## src/rtl/regfile_wb_arbiter.sv

```systemverilog
// Write-back arbiter for the 32x32 MIPS register file: round-robin over N_REQ producers
// onto the rd write port, plus the rt port when built with WB_DUAL_PORT_EN defined.
module regfile_wb_arbiter #(
   parameter int N_REQ = 3
) (
   input  logic                clk,
   input  logic                rst,
   input  logic [N_REQ-1:0]    req_valid,
   output logic [N_REQ-1:0]    req_ready,
   input  logic [5*N_REQ-1:0]  req_addr,
   input  logic [32*N_REQ-1:0] req_data,
   input  logic                rt_free,
   input  logic [4:0]          dp_rtc,
   output logic [4:0]          rdc,
   output logic [31:0]         rd,
   output logic [4:0]          rtc,
   output logic [31:0]         rti,
   output logic                rtin,
   output logic [31:0]         pend
);

   localparam logic [2:0] NREQ_V = 3'(N_REQ);

   function automatic logic [31:0] reg_decode(input logic [4:0] addr);
      logic [31:0] mask;
      mask    = 32'd1 << addr;
      mask[0] = 1'b0;
      return mask;
   endfunction

   function automatic logic [1:0] wrap_idx(input logic [2:0] raw);
      logic [2:0] w;
      if (raw >= NREQ_V) begin
         w = raw - NREQ_V;
      end else begin
         w = raw;
      end
      return w[1:0];
   endfunction

   logic [1:0]       ptr_r;
   logic [N_REQ-1:0] elig_s;
   logic [N_REQ-1:0] zero_s;
   logic [N_REQ-1:0] gnt_mask_s;
   logic [1:0]       scan_idx_s;
   logic             rd_gnt_s;
   logic [1:0]       rd_idx_s;
   logic [4:0]       rd_addr_s;
   logic             rt_gnt_s;
   logic [1:0]       rt_idx_s;
   logic             second_s;
   logic             dual_ok_s;
   logic [4:0]       rdc_r;
   logic [31:0]      rd_r;
   logic             rtin_s;
   logic [4:0]       rtc_s;
   logic [31:0]      rti_s;

   // Classify each valid request as a real write or a discardable r0 write
   always_comb begin
      elig_s = '0;
      zero_s = '0;
      for (int i = 0; i < N_REQ; i++) begin
         if (req_addr[5*i +: 5] == 5'd0) begin
            zero_s[i] = req_valid[i];
         end else begin
            elig_s[i] = req_valid[i];
         end
      end
   end

   // Round-robin scan from ptr: first eligible takes rd, the second may take rt
   always_comb begin
      rd_gnt_s   = 1'b0;
      rd_idx_s   = 2'd0;
      rd_addr_s  = 5'd0;
      rt_gnt_s   = 1'b0;
      rt_idx_s   = 2'd0;
      second_s   = 1'b0;
      scan_idx_s = 2'd0;
      for (int k = 0; k < N_REQ; k++) begin
         scan_idx_s = wrap_idx({1'b0, ptr_r} + 3'(k));
         if (elig_s[scan_idx_s] && !rd_gnt_s) begin
            rd_gnt_s  = 1'b1;
            rd_idx_s  = scan_idx_s;
            rd_addr_s = req_addr[5*scan_idx_s +: 5];
         end else if (elig_s[scan_idx_s] && !second_s) begin
            // Only the second eligible requester is considered; a same-address one yields
            second_s = 1'b1;
            rt_gnt_s = dual_ok_s && (req_addr[5*scan_idx_s +: 5] != rd_addr_s);
            rt_idx_s = scan_idx_s;
         end else begin
         end
      end
   end

   // One-hot view of the granted requesters
   always_comb begin
      gnt_mask_s = '0;
      if (rd_gnt_s) begin
         gnt_mask_s[rd_idx_s] = 1'b1;
      end else begin
      end
      if (rt_gnt_s) begin
         gnt_mask_s[rt_idx_s] = 1'b1;
      end else begin
      end
   end

   assign req_ready = rst ? (zero_s | gnt_mask_s) : '0;

   // Round-robin pointer and rd-port output stage
   always_ff @(posedge clk or negedge rst) begin
      if (!rst) begin
         ptr_r <= 2'd0;
         rdc_r <= 5'd0;
         rd_r  <= 32'd0;
      end else if (rd_gnt_s) begin
         ptr_r <= wrap_idx({1'b0, rd_idx_s} + 3'd1);
         rdc_r <= rd_addr_s;
         rd_r  <= req_data[32*rd_idx_s +: 32];
      end else begin
         rdc_r <= 5'd0;
         rd_r  <= 32'd0;
      end
   end

`ifdef WB_DUAL_PORT_EN
   logic        rtin_r;
   logic [4:0]  rtc_r;
   logic [31:0] rti_r;

   assign dual_ok_s = rt_free;

   // rt-port output stage
   always_ff @(posedge clk or negedge rst) begin
      if (!rst) begin
         rtin_r <= 1'b0;
         rtc_r  <= 5'd0;
         rti_r  <= 32'd0;
      end else if (rt_gnt_s) begin
         rtin_r <= 1'b1;
         rtc_r  <= req_addr[5*rt_idx_s +: 5];
         rti_r  <= req_data[32*rt_idx_s +: 32];
      end else begin
         rtin_r <= 1'b0;
         rtc_r  <= 5'd0;
         rti_r  <= 32'd0;
      end
   end

   assign rtin_s = rtin_r;
   assign rtc_s  = rtc_r;
   assign rti_s  = rti_r;
`else
   logic unused_s;

   assign dual_ok_s = 1'b0;
   assign unused_s  = rt_free;
   assign rtin_s    = 1'b0;
   assign rtc_s     = 5'd0;
   assign rti_s     = 32'd0;
`endif

   assign rdc  = rdc_r;
   assign rd   = rd_r;
   assign rtin = rtin_s;
   assign rti  = rti_s;
   assign rtc  = rtin_s ? rtc_s : dp_rtc;
   assign pend = reg_decode(rdc_r) | (rtin_s ? reg_decode(rtc_s) : 32'd0);

endmodule

```

## config.mk

```make
export PLATFORM = sky130hd
export DESIGN_NAME = regfile_wb_arbiter
export DESIGN_NICKNAME = d
export VERILOG_FILES = /design/src/rtl/regfile_wb_arbiter.sv
export SDC_FILE = /design/constraint.sdc
export NUM_CORES = 1
export LEC_CHECK = 0
export CAP_MARGIN = 20
export CORE_UTILIZATION = 36
export DETAILED_ROUTE_END_ITERATION = 12
export PLACE_DENSITY_LB_ADDON = 0.1
export SLEW_MARGIN = 10
export SYNTH_ARGS = -nofsm -noshare
export SYNTH_HDL_FRONTEND = slang
export SYNTH_SLANG_ARGS = --single-unit
```

## constraint.sdc

```tcl
create_clock -name clk -period 3.15 [get_ports clk]
set_input_delay 0.315 -clock clk [delete_from_list [all_inputs] [get_ports clk]]
set_output_delay 0.315 -clock clk [all_outputs]
set_load 0.03 [all_outputs]
```

==> impl_metrics.tcl <==
set metrics [dict create \
    slew-limit-headroom_pct 62.6 \
    syn2layout_area_growth_pct 56.4 \
    cts.htree.levels 2 \
    cp_slowest_cell "sky130_fd_sc_hd__or4_4" \
    run_status "finished with violations" \
    power_frac_comb_pct 74.0 \
    timing_worst_slew_pin_value_ns 0.560 \
    dominantRegCellSynth "sky130_fd_sc_hd__dfrtp_1" \
    diodes 0 \
    clock_sinks 39 \
    synth_common_cells "sky130_fd_sc_hd__mux2i_1, sky130_fd_sc_hd__nor2_1, sky130_fd_sc_hd__buf_4, sky130_fd_sc_hd__dfrtp_1, sky130_fd_sc_hd__o2bb2ai_2" \
    global_route_total_overflow 0 \
    cap_violations 0 \
    grt_pass1_vias 2971 \
    cp_cell_sequence "clkdlybuf4s50_1 > or4_4 > o21ai_4 > o221a_2 > a2bb2o_4 > buf_12 > o21ai_1 > and2_1 > buf_4" \
    post_dp_cell_area_um2 5040 \
    asr_flop_ratio_synth_pct 100 \
    fmaxAchievable_mhz 331 \
    cp_max_fo 28 \
    timing.critical_path.max_delay_family "buffers and inverters" \
    finalWirelength_mm 9.98 \
    clkLatencyLatePin_ns 0.29 \
    critPathCaptureType "output pin" \
    layoutNonFillerInstCount 623 \
    place_inst 613 \
    power.share.clock_pct 7.2 \
    coreArea_um2 8810 \
    tritoncts "yes" \
    finish.net_count 641 \
    p_int_mw 2.36 \
    violations_in_the_final_reports "design-rule violations" \
    route.vias.total 3049 \
    synthDistinctLibCells 45 \
    grt_start_max_net_pins 40 \
    worst_setup_hold_path_clk_slew_ns 0.09 \
    area.sequential_um2 976 \
    final.setup_skew_ns 0.00812 \
    num-fill-cells 792 \
    type_of_the_tightest_min_delay_check "primary input to asynchronous set/reset pin" \
    drtIter0Drc 147 \
    count_of_flip_flops_with_a_built_in_enable_after_synthesis 0 \
    cell_area_after_technology_mapping_um2 3290 \
    synth_top_area_cell "sky130_fd_sc_hd__dfrtp_1" \
    final_period_minus_worst_setup_slack_ns 3.02 \
    reg2reg_from "ptr_r[1]" \
    hpwlAfterDp_mm 7.86 \
    cts_buffer_depth 2 \
    timing.final.setup_violations 0 \
    worst-endpoint-arrival_ns 2.71 \
    vdd.ir_drop.worst_v 0.000397 \
    reg2reg_setup_slack_ns 0.57 \
    worst-setup-path-type "primary input to output pin" \
    rsz0062_at_grt "false" \
    area_taken_by_multi_input_logic_gates_um2 1950 \
    finalHoldWorstSlack_ns 0.148 \
    syn-instance-count 336 \
    cts-root-buf "sky130_fd_sc_hd__clkbuf_8" \
    crit_required_ns 2.83 \
    warnings_from_yosys 0 \
    power.density_cell_area_nw_per_um2 899 \
    die_area_um2 9530 \
    worst_setup_path_start_kind "primary input" \
    portBuffers 186 \
    fp.dieW_um 97.6 \
    timing.rr.end "rd[19]" \
    path_buf_inv 3 \
    yosys.cell_count.top_type "sky130_fd_sc_hd__mux2i_1" \
    drt-vias-per-instance 4.89 \
    start_util_pct 37.4 \
    fraction_of_the_yosys_area_taken_by_sequential_cells_pct 29.7 \
    tritoncts.num_buffers 5 \
    drt_pre_antenna_iters 8 \
    antenna_found_initial 0 \
    max_stage_delay_ns 0.58 \
    yosysTopAreaCellShare_pct 29.7 \
    synthTopCellsByArea "sky130_fd_sc_hd__dfrtp_1, sky130_fd_sc_hd__mux2i_1, sky130_fd_sc_hd__o2bb2ai_2" \
    grt_pass1_wl_mm 15.5 \
    worstRegToRegCells 10 \
    power.net_switching_mw 2.26 \
    grtUsageTotal_pct 20.6 \
    detail_route.wl_per_cell_um 16.0 \
    power.switching_fraction_pct 48.9 \
    hold_violations 0 \
    post_route_cells_drive_above_1_share_pct 13.2 \
    syn_area_per_cell_um2 9.79 \
    drc 36 \
    synth_seq_cells 39 \
    totalNegativeSetupSlack_ns 0 \
    design.portCount 232 \
    finalInstanceArea_um2 5150 \
    die_height_um 97.6 \
    p_leak_nw 1.99 \
    final-max-slew-violation-count 0 \
    seq_power_share_pct 18.8 \
    timing.final.crit_share_pct 95.9 \
    ant_nets 0 \
    routabilityCongestion 0.898 \
    row_count 34 \
]
==> placed cells by master, fill, tap and decap left out, drive strengths merged, types with 6 or more instances in the layout <==
| cell type | count |
|---|---|
| nand2 | 17 |
| clkbuf | 6 |
| o2bb2ai | 32 |
| dfrtp | 39 |
| buf | 17 |
| nor2 | 47 |
| o21ai | 10 |
| nor3 | 18 |
| mux2i | 47 |
| a21oi | 11 |
| inv | 7 |
| clkdlybuf4s50 | 182 |
| conb | 34 |
==> metal layers <==
metal	track usage (%)	up-vias	wire length [µm]
met5	0	-	0
met3	3.74	12	545
met2	39.6	122	5520
met4	5.59	0	138
met1	22.9	1431	3780
li1	-	1484	-
==> worst max path at each step <==
stage,from,end,slack [ns],cells past startpoint
6_report,req_addr[11],req_ready[0],0.13,9
5_1_grt,ptr_r[1],req_ready[2],0.02,12
4_1_cts,ptr_r[1],req_ready[0],0.009,10
3_5_place_dp,req_addr[11],req_ready[0],0.11,9
3_3_place_gp,req_addr[11],req_ready[0],0.13,9
2_1_floorplan,ptr_r[0],req_ready[2],0.07,12
==> power by group through the flow <==
stage | registers, mW | clock network, mW | logic (mW)
2_1_floorplan | 1.29 | 0 | 1.99
3_3_place_gp | 0.871 | 0 | 3.39
3_5_place_dp | 0.881 | 0 | 3.42
4_1_cts | 0.871 | 0.353 | 3.42
5_1_grt | 0.901 | 0.376 | 3.66
6_report | 0.869 | 0.333 | 3.43
==> through the flow <==
step | setup WS [ns] | util (%) | power, mW
final | 0.129 | 58.5 | 4.63
after global routing | 0.0205 | 58.5 | 4.94
after CTS | 0.00874 | 58.2 | 4.64
after detailed placement | 0.112 | 57.2 | 4.30
after global placement | 0.132 | 57.2 | 4.26
after floorplan | 0.0697 | - | 3.28
==> cell type report <==
type / instances / share of cell area, %
Timing Repair Buffer: 199 / 38.3
Multi-Input combinational cell: 262 / 37.9
Sequential cell: 39 / 19.0
Tap cell: 108 / 2.63
Clock buffer: 6 / 1.41
Inverter: 7 / 0.510
Clock inverter: 2 / 0.243
==> state kept, by name (all words and copies together) (netlist names) <==
name,flops
rdc,5
ptr_r,2
rd,32
==> cells by family (layout without fill, tap and decap cells) <==
family	after synthesis	after routing	share of synthesized area, %
fa+ha+maj	5	5	1.90
other cells	1	34	0.114
buf+inv	68	214	15.0
simple gates	103	103	14.8
compound gates	71	71	23.6
mux	49	49	15.0
flops	39	39	29.7
==> timing repair <==
item / 4_1_cts / 5_1_grt
resized for setup: 0 / 3
hold buffers: 0 / 0
setup endpoints to repair: 0 / 2
buffers inserted: 0 / 2
No activity file was read; power rests on OpenSTA's default activity.
